--- config.mk ---
export PLATFORM = sky130hd
export DESIGN_NAME = vga_timing_gen_flat
export DESIGN_NICKNAME = d
export VERILOG_FILES = /design/src/rtl/vga_pkg.sv /design/src/rtl/vga_timing_gen_if.sv /design/src/rtl/vga_pix_div.sv /design/src/rtl/vga_timing_gen.sv /design/src/flat_wrapper.sv
export SDC_FILE = /design/constraint.sdc
export NUM_CORES = 1
export LEC_CHECK = 0
export CAP_MARGIN = 15
export CORE_MARGIN = 1
export CORE_UTILIZATION = 30
export CTS_CLUSTER_SIZE = 16
export DETAILED_ROUTE_END_ITERATION = 8
export DONT_BUFFER_PORTS = 1
export PLACE_DENSITY = 0.48
export SLEW_MARGIN = 20
export SYNTH_ARGS = -nofsm -noshare
export SYNTH_HDL_FRONTEND = slang
export SYNTH_HIERARCHICAL = 1
export SYNTH_SLANG_ARGS = --single-unit
--- constraint.sdc ---
create_clock -name clk -period 1.2 [get_ports clk]
set_input_delay 0.3 -clock clk [delete_from_list [all_inputs] [get_ports clk]]
set_output_delay 0.3 -clock clk [all_outputs]
set_load 0.05 [all_outputs]
--- src/rtl/vga_pkg.sv ---
// rtl/vga_pkg.sv - shared VGA 640x480@60 timing constants and helpers
// Purpose: default raster timing, derived totals and sync/blank boundaries,
//          shared by the timing generator, bit generator and framebuffer reader.
// Ports:   none (package).
package vga_pkg;

  localparam int COUNT_W = 10;
  typedef logic [COUNT_W-1:0] count_t;

  localparam int H_VISIBLE = 640;
  localparam int H_FRONT   = 16;
  localparam int H_SYNC    = 96;
  localparam int H_BACK    = 48;
  localparam int V_VISIBLE = 480;
  localparam int V_FRONT   = 10;
  localparam int V_SYNC    = 2;
  localparam int V_BACK    = 33;

  localparam int H_TOTAL = H_VISIBLE + H_FRONT + H_SYNC + H_BACK;
  localparam int V_TOTAL = V_VISIBLE + V_FRONT + V_SYNC + V_BACK;

  localparam int H_BLANK_START = H_VISIBLE;
  localparam int H_SYNC_START  = H_VISIBLE + H_FRONT;
  localparam int H_SYNC_END    = H_VISIBLE + H_FRONT + H_SYNC;
  localparam int V_BLANK_START = V_VISIBLE;
  localparam int V_SYNC_START  = V_VISIBLE + V_FRONT;
  localparam int V_SYNC_END    = V_VISIBLE + V_FRONT + V_SYNC;

  // Level driven on a sync line: the asserted level when active, else its inverse.
  function automatic logic sync_level(input logic active, input logic pol);
    return active ? pol : ~pol;
  endfunction

endpackage

--- src/rtl/vga_timing_gen_if.sv ---
// rtl/vga_timing_gen_if.sv - raster timing bundle between generator and pixel consumers
// Purpose: carries counters, syncs and strobes from the timing generator.
// Ports:   master = timing generator (drives all), slave = consumer (reads all).
interface vga_timing_gen_if;
  import vga_pkg::*;

  logic   hSync;
  logic   vSync;
  logic   bright;
  count_t hCount;
  count_t vCount;
  logic   pix_en;
  logic   line_start;
  logic   frame_start;

  modport master (
    output hSync, vSync, bright, hCount, vCount, pix_en, line_start, frame_start
  );

  modport slave (
    input hSync, vSync, bright, hCount, vCount, pix_en, line_start, frame_start
  );

endinterface

--- src/rtl/vga_pix_div.sv ---
// rtl/vga_pix_div.sv - pixel clock-enable divider
// Purpose: counts 0..CLK_DIV-1 and raises pix_en (registered) for the clk in
//          which the count sits at CLK_DIV-1.
// Ports:   clk, rst_n (async active-low), pix_en (one-clk strobe per pixel).
module vga_pix_div #(
  parameter int CLK_DIV = 2
) (
  input  logic clk,
  input  logic rst_n,
  output logic pix_en
);

  localparam int DIV_W = (CLK_DIV > 1) ? $clog2(CLK_DIV) : 1;
  localparam logic [DIV_W-1:0] DIV_LAST = DIV_W'(CLK_DIV - 1);

  logic [DIV_W-1:0] div_q;
  logic [DIV_W-1:0] div_d;

  always_comb begin
    div_d = (div_q == DIV_LAST) ? '0 : div_q + 1'b1;
  end

  // pix_en is registered from the next divider value so it is high exactly
  // while div_q == CLK_DIV-1; with CLK_DIV=1 it stays high after reset.
  always_ff @(posedge clk or negedge rst_n) begin
    if (!rst_n) begin
      div_q  <= '0;
      pix_en <= 1'b0;
    end else begin
      div_q  <= div_d;
      pix_en <= (div_d == DIV_LAST);
    end
  end

endmodule

--- src/rtl/vga_timing_gen.sv ---
// rtl/vga_timing_gen.sv - VGA raster timing generator
// Purpose: horizontal/vertical counters, sync pulses, bright qualifier and
//          line/frame start strobes, advancing once per pixel enable.
// Ports:   clk (system clock), rst_n (async active-low, release synchronised
//          here), vga (master modport: hSync, vSync, bright, hCount, vCount,
//          pix_en, line_start, frame_start).
module vga_timing_gen
  import vga_pkg::*;
#(
  parameter int CLK_DIV   = 2,
  parameter int H_VISIBLE = vga_pkg::H_VISIBLE,
  parameter int H_FRONT   = vga_pkg::H_FRONT,
  parameter int H_SYNC    = vga_pkg::H_SYNC,
  parameter int H_BACK    = vga_pkg::H_BACK,
  parameter int V_VISIBLE = vga_pkg::V_VISIBLE,
  parameter int V_FRONT   = vga_pkg::V_FRONT,
  parameter int V_SYNC    = vga_pkg::V_SYNC,
  parameter int V_BACK    = vga_pkg::V_BACK,
  parameter int SYNC_POL  = 0
) (
  input  logic clk,
  input  logic rst_n,
  vga_timing_gen_if.master vga
);

  localparam int HT = H_VISIBLE + H_FRONT + H_SYNC + H_BACK;
  localparam int VT = V_VISIBLE + V_FRONT + V_SYNC + V_BACK;

  localparam count_t H_LAST   = count_t'(HT - 1);
  localparam count_t V_LAST   = count_t'(VT - 1);
  localparam count_t H_VIS    = count_t'(H_VISIBLE);
  localparam count_t V_VIS    = count_t'(V_VISIBLE);
  localparam count_t HS_START = count_t'(H_VISIBLE + H_FRONT);
  localparam count_t HS_END   = count_t'(H_VISIBLE + H_FRONT + H_SYNC);
  localparam count_t VS_START = count_t'(V_VISIBLE + V_FRONT);
  localparam count_t VS_END   = count_t'(V_VISIBLE + V_FRONT + V_SYNC);
  localparam logic   POL      = (SYNC_POL != 0);

  // Assertion is immediate through the async clear; release reaches the
  // timing logic two clks after rst_n rises.
  logic [1:0] rst_sync;
  logic       rst_int_n;

  always_ff @(posedge clk or negedge rst_n) begin
    if (!rst_n) rst_sync <= 2'b00;
    else        rst_sync <= {rst_sync[0], 1'b1};
  end

  assign rst_int_n = rst_sync[1];

  logic pix_en;

  vga_pix_div #(.CLK_DIV(CLK_DIV)) u_pix_div (
    .clk    (clk),
    .rst_n  (rst_int_n),
    .pix_en (pix_en)
  );

  assign vga.pix_en = pix_en;

  count_t h_q, v_q, h_d, v_d;
  logic   h_wrap;
  logic   bright_d, hs_d, vs_d, ls_d, fs_d;

  // Decode from the next counter values so registered outputs change on the
  // same edge as the counters.
  always_comb begin
    h_wrap   = pix_en && (h_q == H_LAST);
    h_d      = h_q;
    v_d      = v_q;
    if (pix_en) h_d = (h_q == H_LAST) ? '0 : h_q + 1'b1;
    if (h_wrap) v_d = (v_q == V_LAST) ? '0 : v_q + 1'b1;
    bright_d = (h_d < H_VIS) && (v_d < V_VIS);
    hs_d     = sync_level((h_d >= HS_START) && (h_d < HS_END), POL);
    vs_d     = sync_level((v_d >= VS_START) && (v_d < VS_END), POL);
    ls_d     = h_wrap;
    fs_d     = h_wrap && (v_d == '0);
  end

  // Reset parks the counters at the last pixel so the first pix_en wraps
  // cleanly into (0,0) and starts a full frame.
  always_ff @(posedge clk or negedge rst_int_n) begin
    if (!rst_int_n) begin
      h_q             <= H_LAST;
      v_q             <= V_LAST;
      vga.bright      <= 1'b0;
      vga.hSync       <= ~POL;
      vga.vSync       <= ~POL;
      vga.line_start  <= 1'b0;
      vga.frame_start <= 1'b0;
    end else begin
      h_q             <= h_d;
      v_q             <= v_d;
      vga.bright      <= bright_d;
      vga.hSync       <= hs_d;
      vga.vSync       <= vs_d;
      vga.line_start  <= ls_d;
      vga.frame_start <= fs_d;
    end
  end

  assign vga.hCount = h_q;
  assign vga.vCount = v_q;

endmodule

--- src/flat_wrapper.sv ---
// flat-port wrapper written by rule: the top's interface ports become plain ports
module vga_timing_gen_flat import vga_pkg::*;
#(
  parameter int CLK_DIV   = 2,
  parameter int H_VISIBLE = vga_pkg::H_VISIBLE,
  parameter int H_FRONT   = vga_pkg::H_FRONT,
  parameter int H_SYNC    = vga_pkg::H_SYNC,
  parameter int H_BACK    = vga_pkg::H_BACK,
  parameter int V_VISIBLE = vga_pkg::V_VISIBLE,
  parameter int V_FRONT   = vga_pkg::V_FRONT,
  parameter int V_SYNC    = vga_pkg::V_SYNC,
  parameter int V_BACK    = vga_pkg::V_BACK,
  parameter int SYNC_POL  = 0
)
  (clk, rst_n, vga_hSync, vga_vSync, vga_bright, vga_hCount, vga_vCount, vga_pix_en, vga_line_start, vga_frame_start);
  vga_timing_gen_if vga_i ();
  input  logic clk;
  input  logic rst_n;
  output wire logic [$bits(vga_i.hSync)-1:0] vga_hSync;
  output wire logic [$bits(vga_i.vSync)-1:0] vga_vSync;
  output wire logic [$bits(vga_i.bright)-1:0] vga_bright;
  output wire logic [$bits(vga_i.hCount)-1:0] vga_hCount;
  output wire logic [$bits(vga_i.vCount)-1:0] vga_vCount;
  output wire logic [$bits(vga_i.pix_en)-1:0] vga_pix_en;
  output wire logic [$bits(vga_i.line_start)-1:0] vga_line_start;
  output wire logic [$bits(vga_i.frame_start)-1:0] vga_frame_start;
  assign vga_hSync = vga_i.hSync;
  assign vga_vSync = vga_i.vSync;
  assign vga_bright = vga_i.bright;
  assign vga_hCount = vga_i.hCount;
  assign vga_vCount = vga_i.vCount;
  assign vga_pix_en = vga_i.pix_en;
  assign vga_line_start = vga_i.line_start;
  assign vga_frame_start = vga_i.frame_start;
  vga_timing_gen #(.CLK_DIV(CLK_DIV), .H_VISIBLE(H_VISIBLE), .H_FRONT(H_FRONT), .H_SYNC(H_SYNC), .H_BACK(H_BACK), .V_VISIBLE(V_VISIBLE), .V_FRONT(V_FRONT), .V_SYNC(V_SYNC), .V_BACK(V_BACK), .SYNC_POL(SYNC_POL)) u_core (.clk(clk), .rst_n(rst_n), .vga(vga_i));
endmodule
# Word-level counts from Yosys, hierarchy flattened
# Index checks and enable logic that the tools add are counted.
dict set report totals {
  register_bits 28
  input_bits 2
  out_inout_bits 26
  word_cells 33
}
dict set report classes {
  n_addsub 3
  order_cmp 6
  n_eq_ne 2
  muxes 7
  reduce_logical 6
}
# operator count
set ops {}
lappend ops {{10-bit 2-to-1 mux} 4}
lappend ops {{10-bit by 1-bit adder with 10-bit output (second input constant)} 2}
lappend ops {{10-bit equality test (second input constant)} 2}
lappend ops {{10-bit less-than comparator (second input constant)} 2}
lappend ops {{10-bit by 9-bit less-than comparator with 1-bit output (second input constant)} 2}
lappend ops {{10-bit greater-or-equal comparator (second input constant)} 1}
lappend ops {{10-bit by 9-bit greater-or-equal comparator with 1-bit output (second input constant)} 1}
lappend ops {{10-bit logical NOT} 1}
lappend ops {{1-bit logical AND} 5}
lappend ops {{1-bit 2-to-1 mux} 3}
lappend ops {{1-bit adder (second input constant)} 1}

# Logic depth before layout (Yosys ltp)
# Gate-level depths: netlist of the first run.
dict set report logic_depth {
  depth_word 6
  ltp_mapped 9
  mapped_depth_nobuf 7
}

# Modules after synthesis
# The synthesis of the first run kept the hierarchy.
# mod instances cells_per_inst area_per_inst_um2 seq_area_each_um2
set by_module_without_submodules {}
lappend by_module_without_submodules {vga_timing_gen 1 165 1581.5 690.7}
lappend by_module_without_submodules {vga_pix_div 1 2 28.8 25.0}

# Worst setup path before layout of the first run
# OpenSTA, ideal clock, no wires.
dict set report synth_path {
  path_kind {register -> register}
  start {reg u_core.h_q[4] (netlist: u_core/vga.hCount[4])}
  end {reg u_core.vga.frame_start}
  setup_ns 0.101
  arrival_ns 2.319
  required_time_ns 1.099
  slack_ns -1.220
  stages_incl_launch_ff 9
  period_less_slack_ns 2.420
  path_cell_list {dfstp_2 > buf_2 > or3b_1 > or3_1 > buf_6 > clkinv_8 > nand4_1 > xnor2_1 > nor4_1}
}
dict set report synth_between {
  elab_chain_cells 5
}
# element line
set synth_lines {}
lappend synth_lines {{start: declaration} vga_timing_gen.sv:61} ;# count_t h_q, v_q, h_d, v_d;
lappend synth_lines {{start signal: assignment} vga_timing_gen.sv:84} ;# h_q <= H_LAST;
lappend synth_lines {{start signal: assignment} vga_timing_gen.sv:92} ;# h_q <= h_d;
lappend synth_lines {{10-bit equality test} vga_timing_gen.sv:68} ;# h_wrap = pix_en && (h_q == H_LAST);
lappend synth_lines {{1-bit logical AND} vga_timing_gen.sv:68}
lappend synth_lines {{10-bit 2-to-1 mux} vga_timing_gen.sv:72} ;# if (h_wrap) v_d = (v_q == V_LAST) ? '0 : v_q + 1'b1;
lappend synth_lines {{net u_core.v_d[8]} vga_timing_gen.sv:61}
lappend synth_lines {{10-bit logical NOT} vga_timing_gen.sv:77} ;# fs_d = h_wrap && (v_d == '0);
lappend synth_lines {{1-bit logical AND} vga_timing_gen.sv:77}
lappend synth_lines {{net u_core.fs_d} vga_timing_gen.sv:63} ;# logic bright_d, hs_d, vs_d, ls_d, fs_d;
lappend synth_lines {{end signal: assignment} vga_timing_gen.sv:98} ;# vga.frame_start <= fs_d;
lappend synth_lines {{end: declaration} vga_timing_gen_if.sv:17} ;# output hSync, vSync, bright, hCount, vCount, pix_en, line_start, frame_start
# The timed path passes the listed nets, and every way through them passes these cells.

# Final worst setup path of the first run
dict set report layout_path {
  start {reg u_core.h_q[4] (netlist: u_core/vga.hCount[4])}
  end {reg u_core.vga.vSync}
}
dict set report layout_between {
  elab_chain_cells 6
  elab_cells_between_ends 7
  cone_classes {order compare: 2; eq/ne: 1; mux: 2; reduce/logical: 2}
}
# element line
set layout_lines {}
lappend layout_lines {{10-bit equality test (*)} vga_timing_gen.sv:68}
lappend layout_lines {{1-bit logical AND (*)} vga_timing_gen.sv:68}
lappend layout_lines {{10-bit 2-to-1 mux (*)} vga_timing_gen.sv:72}
lappend layout_lines {{10-bit by 9-bit greater-or-equal comparator with 1-bit output / 10-bit by 9-bit less-than comparator with 1-bit output (equally long branches)} vga_timing_gen.sv:75} ;# vs_d = sync_level((v_d >= VS_START) && (v_d < VS_END), POL);
lappend layout_lines {{1-bit logical AND (*)} vga_timing_gen.sv:75}
lappend layout_lines {{1-bit 2-to-1 mux (*)} vga_pkg.sv:31} ;# return active ? pol : ~pol;
lappend layout_lines {{net u_core.vs_d} vga_timing_gen.sv:63}
lappend layout_lines {{end signal: assignment} vga_timing_gen.sv:88} ;# vga.vSync <= ~POL;
lappend layout_lines {{end signal: assignment} vga_timing_gen.sv:96} ;# vga.vSync <= vs_d;
lappend layout_lines {{end: declaration} vga_timing_gen_if.sv:17}
# The timed path passes the listed nets; every way through them passes the cells marked *.

==> metrics.md, run 1 <==
| Metric | Value |
|---|---|
| Status | `finished, violations left` |
| Failing checks | `negative setup slack` |
| Fin cells | `320` |
| Clk Latency, worst-skew pair | `0.28 ns` |
| Sequential share of the synthesized area | `0.444` |
| Gr ovfl total | `0` |
| Initial antenna violation count | `0` |
| Avg Cell Area, Syn | `9.64 um2` |
| GPL Wtd Cong | `0.892` |
| Final period utilization | `1.84` |
| Slew Viols, Final | `0` |
| Critical Path AT | `2.41 ns` |
| Layout cell share with drive strength beyond 1 | `0.592` |
| Comb pwr share | `0.013` |
| Ant. Diodes | `0` |
| WL/cell | `14.8 um` |
| Worst hold path class | `reg -> async` |
| NetSw | `0.325 mW` |
| Min Tclk post-route | `2.21 ns` |
| Synthesis-stage register bit count | `28` |
| Area occupied by multi-input gates | `961 um2` |
| Vias in the first global route | `1554` |
| Largest net degree at the start of global routing | `27` |
| Final WL | `4740 um` |
| Row cnt | `26` |
| Power share of the sequential group | `0.550` |
| CTS tree | `done` |
| Final Setup Violations | `41` |
| H-tree depth | `1` |
| Root Driver | `clkbuf_8` |
| Vias per cell | `4.91` |
| Main area contributors after synthesis | `dfrtp_1, dfstp_2, xnor2_1, nand2_1, nand3_1` |
| Sum Neg Setup Slack | `-19.01 ns` |
| Max incr delay on CP | `0.55 ns` |
| First-pass DRT Iterations | `4` |
| Final worst setup slack | `-1.01 ns` |
| Critical Path Source Type | `register` |
| Final net count | `256` |
| Tot GR Track Use | `0.180` |
| RSZ-0062 raised after global routing | `true` |
| Post-synth EDFFs | `0` |
| Sw Ratio | `0.188` |
| Required time worst endpoint | `1.40 ns` |
| Power Internal | `1.40 mW` |
| Antenna-violating nets left | `0` |
| Critical path, cell by cell | `or3b_4 > or3_1 > buf_6 > nor3b_2 > o2111ai_2 > a311o_1` |
| Most common cell after layout, fill and taps aside | `buf_4` |
| Leak | `1.21 nW` |
| Width of the die | `75.3 um` |
| Die ar. | `5660 um2` |
| Fill count | `460` |
| Top-area cell type share of the netlist area | `0.249` |
| Clk_skew | `0.00319 ns` |
| Area leader, netlist | `dfrtp_1` |
| Crit-path max FO | `5` |
| Peak VDD IR | `0.598 mV` |
| # IOs | `28` |
| Most common flop cell mapped by yosys | `dfrtp_1` |
| Vias | `1571` |
| Initial core utilization | `0.313` |
| P per Cell Area | `609 nW/um2` |
| Core area | `5140 um2` |
| Synth Instances | `167` |
| Placed Cells | `303` |
| Synthesized area | `1610 um2` |
| First-pass GRT wire length | `7580 um` |
| Most frequent cells in the layout | `buf_4, buf_6, nand2_1` |
| Reg clk slew, reported paths | `0.10 ns` |
| Crit. End Element | `register` |
| DR iter-0 viols | `57` |
| Worst r2r src | `u_core/vga.hCount[4]$_DFF_PN1_` |
| Clk pwr share | `0.437` |
| Maximum capacitance violations | `0` |
| Synth unique cells | `49` |
| Drc violations | `0` |
| Final HPWL DP | `3370 um` |
| TritonCTS Sinks | `28` |
| Die Y | `75.3 um` |
| Clk buf depth | `2` |
| Area growth syn-to-layout | `75.8%` |
| Yosys warns | `6` |
| Sequential Area | `736 um2` |
| PortBufs | `0` |
| Peak Freq | `452 MHz` |
| WS Path Type | `reg -> reg` |
| Post-synth net total | `172` |
| Crit path max-delay cell type | `dfstp_2` |
| Worst setup path startpoint | `u_core/vga.hCount[4]$_DFF_PN1_` |
| CTS Buf Count | `3` |
| Fin. Hold Viols | `0` |
| Async SR Flop Fraction | `1.00` |
## stage by stage
stage / hold slack [ns] / util / setup WS, ns / cell area (um2) / total power [mW]
2_1_floorplan: 0.00441 / - / -1.15 / 1670 / 0.977
3_5_place_dp: 0.00446 / 0.439 / -1.07 / 2260 / 0.986
5_1_grt: 0.236 / 0.551 / -1.10 / 2830 / 1.78
6_report: 0.234 / 0.551 / -1.01 / 2830 / 1.72
4_1_cts: 0.230 / 0.520 / -0.960 / 2670 / 1.76
3_3_place_gp: 0.00446 / 0.439 / -1.05 / 2260 / 0.986
## state kept, by name, indices dropped and copies added, names as in the netlist
register,count
u_core/vga.hCount,10
u_core/vga.vCount,10
u_core/rst_sync,2
u_core/u_pix_div/pix_en,1
u_core/vga.bright,1
u_core/vga.frame_start,1
u_core/vga.hSync,1
u_core/vga.line_start,1
u_core/vga.vSync,1
## synthesized netlist by cell type (3+ instances only)
| master | number |
|---|---|
| nand2_1 | 20 |
| clkbuf_1 | 3 |
| nor3_1 | 4 |
| xnor2_1 | 11 |
| buf_2 | 5 |
| a21oi_1 | 5 |
| dfrtp_1 | 16 |
| nand3_1 | 11 |
| nand4_1 | 7 |
| o21ai_0 | 8 |
| dfstp_2 | 12 |
| inv_1 | 6 |
| ha_1 | 3 |
| nor2_1 | 11 |
## final timing paths
check,slack (ns),cells after the start,end
worst max register to register,-1.01,6,u_core/vga.vSync$_DFF_PN1_
worst max-delay path,-1.01,6,u_core/vga.vSync$_DFF_PN1_
worst min register to register,0.23,1,u_core/u_pix_div/pix_en$_DFF_PN0_
max in group asynchronous,0.67,1,u_core/vga.vCount[2]$_DFF_PN1_
worst min-delay path,0.23,1,u_core/u_pix_div/pix_en$_DFF_PN0_
min in group clk,0.37,0,u_core/rst_sync[1]$_DFF_PN0_
## cell type report
class | instances | area share
multi-input combinational | 122 | 0.339
clock buffer | 3 | 0.0146
timing repair buffer | 89 | 0.331
tap | 70 | 0.0309
clock inverter | 1 | 0.0106
inverter | 7 | 0.0137
sequential | 28 | 0.260
## worst max-delay path: cells and delay by family, from the launching register on
kind,cells,cell delay (ns)
and+or+nand+nor,3,0.96
buffers and inverters,1,0.15
AOI/OAI and AO/OA,2,0.46
DFF,1,0.55
## layer usage
| layer | up-vias | share of wire | global-route usage |
|---|---|---|---|
| met2 | 41 | 0.52 | 0.316 |
| met5 | - | 0 | 0 |
| met3 | 6 | 0.037 | 0.0268 |
| met4 | 0 | 0.0095 | 0.0473 |
| met1 | 762 | 0.43 | 0.233 |
| li1 | 762 | - | - |
## power by group through the flow
stage | Clock (mW) | Sequential [mW] | Combinational [mW]
6_report | 0.753 | 0.948 | 0.0219
5_1_grt | 0.806 | 0.949 | 0.0261
4_1_cts | 0.782 | 0.949 | 0.0244
3_5_place_dp | 0 | 0.965 | 0.0212
3_3_place_gp | 0 | 0.965 | 0.0204
2_1_floorplan | 0 | 0.977 | 0.000271
## cell families after synthesis
logic type / count (synthesis) / synth area share
simple gates: 73 / 0.245
compound gates: 29 / 0.134
flops: 28 / 0.444
buf+inv: 17 / 0.0606
xor+xnor: 13 / 0.0707
fa+ha+maj: 3 / 0.0233
mux: 3 / 0.0202
other cells: 1 / 0.00233
## timing repair
action	in CTS	in global routing
setup buffers	9	5
hold endpoints to repair	2	0
hold buffers	1	0
gates resized for setup	72	34
setup endpoints to repair	45	48
pin swaps	17	12
(Power assumes the default switching activity.)
==> inputs of run 2 (changes only) <==
CORE_UTILIZATION = 47   (was 30)
PLACE_DENSITY = 0.66   (was 0.48)
==> run 2 against run 1 <==
  * The flow still finishes with violations (negative setup slack)
  * Register-to-register slack about the same
  * Worst setup slack got worse by 0.010 ns
  * Critical path type unchanged
  * Power decreased by 16%
  * Critical endpoint is now u_core/vga.frame_start$_DFF_PN0_
  * Largest power group unchanged
  * Design area decreased by 3.4%
==> metrics.md, run 2 (same netlist as run 1, synthesis figures left out) <==
| Metric | Value |
|---|---|
| Clk Latency, worst-skew pair | `0.34 ns (+0.06 ns)` |
| GPL Wtd Cong | `0.901 (+0.93%)` |
| WS Path Type | `reg -> reg` |
| CTS Buf Count | `3 (unchanged)` |
| Initial antenna violation count | `0 (unchanged)` |
| Final Cell Area | `2740 um2 (-3.4%)` |
| Final Setup Violations | `47 (+15%)` |
| Core Util, Final | `0.868 (+0.317)` |
| Gr ovfl total | `0 (unchanged)` |
| Crit-path max FO | `9 (+4)` |
| Status | `finished, violations left` |
| Final HPWL DP | `3210 um (-5.0%)` |
| Fin. Hold Viols | `0 (unchanged)` |
| Area occupied by multi-input gates | `968 um2 (+0.78%)` |
| Drc violations | `0 (unchanged)` |
| Failing checks | `negative setup slack` |
| Root Driver | `clkbuf_4` |
| Core area | `3150 um2 (-39%)` |
| Die Y | `60.5 um (-20%)` |
| Leak | `1.19 nW (-1.9%)` |
| Layout cell share with drive strength beyond 1 | `0.574 (-0.0182)` |
| Final WL | `5380 um (+14%)` |
| Pre-CTS setup slack | `-1.05 ns (+0.0132 ns)` |
| Die ar. | `3660 um2 (-35%)` |
| Area growth syn-to-layout | `69.9%` |
| Vias in the first global route | `1728 (+11%)` |
| DR iter-0 viols | `171 (+200%)` |
| PortBufs | `0 (unchanged)` |
| CTS tree | `done` |
| Final period utilization | `1.85 (+0.00870)` |
| # IOs | `28 (unchanged)` |
| WL/cell | `18.7 um (+26%)` |
| Peak Freq | `450 MHz (-0.47%)` |
| Final net count | `250 (-2.3%)` |
| Sequential Area | `736 um2 (unchanged)` |
| Critical Path Source Type | `register` |
| H-tree depth | `1 (unchanged)` |
| Peak VDD IR | `0.728 mV (+22%)` |
| Fill count | `161 (-65%)` |
| Final worst setup slack | `-1.02 ns (-0.0104 ns)` |
| Clk_skew | `0.0189 ns (+0.0157 ns)` |
| Clk buf depth | `2 (unchanged)` |
| First-pass DRT Iterations | `4 (unchanged)` |
| Vias per cell | `5.88 (+20%)` |
| Ant. Diodes | `0 (unchanged)` |
| Vias | `1693 (+7.8%)` |
| Required time worst endpoint | `1.44 ns (+0.04 ns)` |
| RSZ-0062 raised after global routing | `true` |
| Reg clk slew, reported paths | `0.14 ns (+0.04 ns)` |
| Most frequent cells in the layout | `buf_4, buf_6, nand2_1` |
| Slew Viols, Final | `0 (unchanged)` |
| Antenna-violating nets left | `0 (unchanged)` |
| Most common cell after layout, fill and taps aside | `buf_4` |
| Initial core utilization | `0.511 (+0.197)` |
| Width of the die | `60.5 um (-20%)` |
| Maximum capacitance violations | `0 (unchanged)` |
| Crit. End Element | `register` |
| Min Tclk post-route | `2.22 ns (+0.0104 ns)` |
| Critical Path AT | `2.46 ns (+0.05 ns)` |
| Worst hold path class | `in -> async` |
| Hold_ws | `0.182 ns (-0.0526 ns)` |
| P per Cell Area | `528 nW/um2 (-13%)` |
| First-pass GRT wire length | `8050 um (+6.3%)` |
| Largest net degree at the start of global routing | `27 (unchanged)` |
| TritonCTS Sinks | `28 (unchanged)` |
| Row cnt | `20 (-23%)` |
| Post-placement cell area | `2190 um2 (-2.9%)` |
| Tot GR Track Use | `0.311 (+0.130)` |
## run 2: cell types whose count changed in the layout (fill, tap and decap cells not counted), sizes merged
cell / previous run / this run
buf: 88 / 81
bufbuf: 0 / 1
bufinv: 1 / 0
clkbuf: 3 / 4
## run 2: routing by layer
metal  track usage  share of wire  wire, um
met3        0.0597          0.050       267
met1         0.343           0.37      1990
met2         0.571           0.54      2890
met4         0.146          0.042       228
met5             0              0         0
## run 2: power by group
group	switching, mW	total, mW	leakage, nW	internal, mW
Combinational	0.0188	0.0232	0.831	0.00441
Sequential	0.000770	0.949	0.337	0.949
Clock	0.286	0.472	0.0210	0.186
Total	0.305	1.44	1.19	1.14
## run 2: worst max-delay path, cell delays in order, from the launching register on
cell,delay [ns]
dfstp_4,0.67
ha_4,0.15
nand4b_1,0.17
or3_4,0.39
buf_12,0.16
clkinv_8,0.06
o211a_4,0.15
o22ai_2,0.08
nor4_2,0.29
## run 2: area by class of cell
type / instances / area share
Inverter: 7 / 0.0142
Sequential cell: 28 / 0.269
Clock buffer: 4 / 0.0133
Multi-Input combinational cell: 122 / 0.354
Timing Repair Buffer: 83 / 0.330
Tap cell: 44 / 0.0201
## run 2: path summary, 6_finish.rpt
check                                          startpoint                          endpoint  slack [ns]  cells past startpoint
setup / recovery           u_core/vga.hCount[0]$_DFF_PN1_  u_core/vga.frame_start$_DFF_PN0_       -1.02                      8
hold / removal                                      rst_n      u_core/rst_sync[1]$_DFF_PN0_        0.18                      1
setup reg to reg           u_core/vga.hCount[0]$_DFF_PN1_  u_core/vga.frame_start$_DFF_PN0_       -1.02                      8
hold reg to reg              u_core/rst_sync[1]$_DFF_PN0_    u_core/vga.hCount[6]$_DFF_PN0_        0.23                      1
max in group asynchronous    u_core/rst_sync[1]$_DFF_PN0_    u_core/vga.vCount[3]$_DFF_PN1_        0.65                      1
min in group clk             u_core/rst_sync[0]$_DFF_PN0_      u_core/rst_sync[1]$_DFF_PN0_        0.37                      0
## run 2: what timing repair did
| action | 4_1_cts | 5_1_grt |
|---|---|---|
| resized for setup | 72 | 25 |
| hold buffers | 1 | 0 |
| setup buffers | 7 | 5 |
| gates cloned | 1 | 0 |
| setup endpoints to repair | 50 | 51 |
| hold endpoints to repair | 2 | 0 |
| pin swaps | 10 | 12 |
## run 2: stage by stage
stage	power (mW)	std cells	TNS (ns)
floorplan	0.977	167	-18.50
global placement	0.985	271	-14.70
detailed placement	0.986	271	-16.43
CTS	1.45	284	-19.89
global route	1.50	288	-23.91
finish	1.44	288	-21.87
==> inputs of run 3 (changes only) <==
CELL_PAD_IN_SITES_DETAIL_PLACEMENT = 0   (was default)
CELL_PAD_IN_SITES_GLOBAL_PLACEMENT = 1   (was default)
CORE_ASPECT_RATIO = 1.75   (was default)
PLACE_DENSITY = 0.81   (was 0.66)
==> run 3 against run 2 <==
  * The run still ends with negative setup slack left
  * Flip-flop and latch count did not move
  * Global-route usage grew 0.92 points
  * Clock skew fell by 0.016 ns
  * Utilization down 0.70 points
  * Critical path depth unchanged
  * Sequential power about the same
  * First-iteration DRC count decreased by 51%
  * Non-clock buffer count up 2
  * Power up 7.0%
  * Die area rose by 0.24%
  * Largest power group unchanged
==> metrics.md, run 3 (same netlist as run 1, synthesis figures left out) <==
| Metric | Value |
|---|---|
| Status | `finished, violations left` |
| Failing checks | `negative setup slack` |
| Vias per cell | `5.92 (+0.65%)` |
| Pre-CTS setup slack | `-1.05 ns (+0.00605 ns)` |
| Die Y | `79.4 um (+31%)` |
| Reg clk slew, reported paths | `0.09 ns (-0.05 ns)` |
| Die ar. | `3670 um2 (+0.24%)` |
| Final HPWL DP | `3510 um (+9.6%)` |
| CTS Buf Count | `3 (unchanged)` |
| Vias in the first global route | `1771 (+2.5%)` |
| Area occupied by multi-input gates | `958 um2 (-1.0%)` |
| Final net count | `252 (+0.80%)` |
| DR iter-0 viols | `84 (-51%)` |
| P per Cell Area | `559 nW/um2 (+5.9%)` |
| PnR Total Power | `1.54 mW (+7.0%)` |
| Power share of the sequential group | `0.614 (-0.043)` |
| Clk buf depth | `2 (unchanged)` |
| Critical Path AT | `2.50 ns (+0.04 ns)` |
| Critical path, cell by cell | `ha_4 > buf_4 > buf_6 > nand4_1 > nor3_2 > xnor2_1 > o2111ai_1 > or4_1` |
| Peak Freq | `433 MHz (-3.9%)` |
| Vias | `1710 (+1.0%)` |
| Antenna-violating nets left | `0 (unchanged)` |
| WS Path Type | `reg -> reg` |
| Comb pwr share | `0.015 (about the same)` |
| Maximum capacitance violations | `0 (unchanged)` |
| Crit. End Element | `register` |
| Sum Neg Setup Slack | `-19.84 ns (+2.04 ns)` |
| CTS tree | `done` |
| H-tree depth | `1 (unchanged)` |
| Clk pwr share | `0.371 (+0.044)` |
| First-pass GRT wire length | `8320 um (+3.3%)` |
| Sw Ratio | `0.194 (-0.0174)` |
| Fill count | `152 (-5.6%)` |
| Core area | `3210 um2 (+1.8%)` |
| Root Driver | `clkbuf_8` |
| Most common cell after layout, fill and taps aside | `buf_4` |
| Initial antenna violation count | `0 (unchanged)` |
| Crit path max-delay cell type | `dfstp_4` |
| # IOs | `28 (unchanged)` |
| Critical Path Source Type | `register` |
| Sequential Area | `736 um2 (unchanged)` |
| Ant. Diodes | `0 (unchanged)` |
| WL/cell | `20.6 um (+10%)` |
| Clk Latency, worst-skew pair | `0.27 ns (-0.07 ns)` |
| Layout cell share with drive strength beyond 1 | `0.565 (-0.00873)` |
| RSZ-0062 raised after global routing | `true` |
| Required time worst endpoint | `1.39 ns (-0.05 ns)` |
| Gr ovfl total | `0 (unchanged)` |
| Min Tclk post-route | `2.31 ns (+0.0900 ns)` |
| NetSw | `0.300 mW (-1.8%)` |
| Fin cells | `289 (+0.35%)` |
| Area growth syn-to-layout | `71.6%` |
| Max incr delay on CP | `0.66 ns (about the same)` |
| Leak | `1.23 nW (+3.4%)` |
| Power Internal | `1.25 mW (+9.3%)` |
| Final worst setup slack | `-1.11 ns (-0.0900 ns)` |
| Most frequent cells in the layout | `buf_4, nand2_1, buf_6` |
| Final period utilization | `1.93 (+0.0750)` |
| TritonCTS Sinks | `28 (unchanged)` |
| Final Setup Violations | `45 (-4.3%)` |
| Final WL | `5960 um (+11%)` |
| Clk_skew | `0.00307 ns (-0.0158 ns)` |
| GPL Wtd Cong | `0.953 (+5.8%)` |
| Hold_ws | `0.255 ns (+0.0729 ns)` |
| Initial core utilization | `0.502 (-0.00896)` |
| Row cnt | `27 (+35%)` |
| Fin. Hold Viols | `0 (unchanged)` |
| Tot GR Track Use | `0.320 (+0.00922)` |
| Crit-path max FO | `3 (-6)` |
| Drc violations | `0 (unchanged)` |
| Worst hold path class | `in -> async` |
| Slew Viols, Final | `0 (unchanged)` |
| PortBufs | `0 (unchanged)` |
| Peak VDD IR | `0.770 mV (+5.9%)` |
| Largest net degree at the start of global routing | `27 (unchanged)` |
| Width of the die | `46.2 um (-24%)` |
| First-pass DRT Iterations | `4 (unchanged)` |
| Placed Cells | `266 (-1.8%)` |
run 3: changes by cell type in the layout (fill, tap and decap cells not counted), sizes merged:
cell	change
buf	+2
run 3: critical path: cells and delay by family, from the launching register on:
kind	cells	cell delay [ns]
compound gates	1	0.18
simple gates	3	0.83
xor+xnor	1	0.22
buf+inv	2	0.20
fa+ha+maj	1	0.14
flops	1	0.66
run 3: path summary, 6_finish.rpt:
path,start,slack (ns),to,cells past startpoint
min reg2reg,u_core/rst_sync[1]$_DFF_PN0_,0.26,u_core/u_pix_div/pix_en$_DFF_PN0_,1
min in group clk,u_core/rst_sync[0]$_DFF_PN0_,0.36,u_core/rst_sync[1]$_DFF_PN0_,0
min,rst_n,0.25,u_core/rst_sync[1]$_DFF_PN0_,1
max reg2reg,u_core/vga.hCount[1]$_DFF_PN1_,-1.11,u_core/vga.hSync$_DFF_PN1_,8
max in group asynchronous,u_core/rst_sync[1]$_DFF_PN0_,0.64,u_core/vga.vSync$_DFF_PN1_,1
max,u_core/vga.hCount[1]$_DFF_PN1_,-1.11,u_core/vga.hSync$_DFF_PN1_,8
run 3: metal layers:
| layer | vias to the layer above | share of wire | GRT usage | routed length (um) |
|---|---|---|---|---|
| met5 | - | 0 | 0 | 0 |
| met4 | 0 | 0.058 | 0.171 | 347 |
| met3 | 32 | 0.035 | 0.0588 | 206 |
| met2 | 70 | 0.57 | 0.607 | 3390 |
| met1 | 849 | 0.34 | 0.290 | 2010 |
| li1 | 759 | - | - | - |
run 3: power by group through the flow:
stage	clock network (mW)	logic [mW]	registers, mW
final	0.573	0.0230	0.948
after global routing	0.632	0.0264	0.949
after CTS	0.595	0.0235	0.948
after detailed placement	0	0.0201	0.965
after global placement	0	0.0197	0.965
after floorplan	0	0.000271	0.977
run 3: final cells by class:
class / count / share of cell area
Inverter: 7 / 0.0140
Multi-Input combinational cell: 122 / 0.347
Tap cell: 43 / 0.0195
Clock buffer: 4 / 0.0199
Sequential cell: 28 / 0.266
Timing Repair Buffer: 85 / 0.333
run 3: stage by stage:
stage	util	cell area (um2)
after floorplan	-	1670
after global placement	0.669	2150
after detailed placement	0.669	2150
after CTS	0.807	2590
after global routing	0.861	2760
final	0.861	2760
run 3: repair_timing:
item | 4_1_cts | 5_1_grt
resized for setup | 70 | 29
endpoints found under the setup margin | 47 | 47
setup buffers | 10 | 12
hold buffers | 1 | 0
pin swaps | 9 | 7
gates cloned | 1 | 0
hold endpoints to repair | 2 | 0
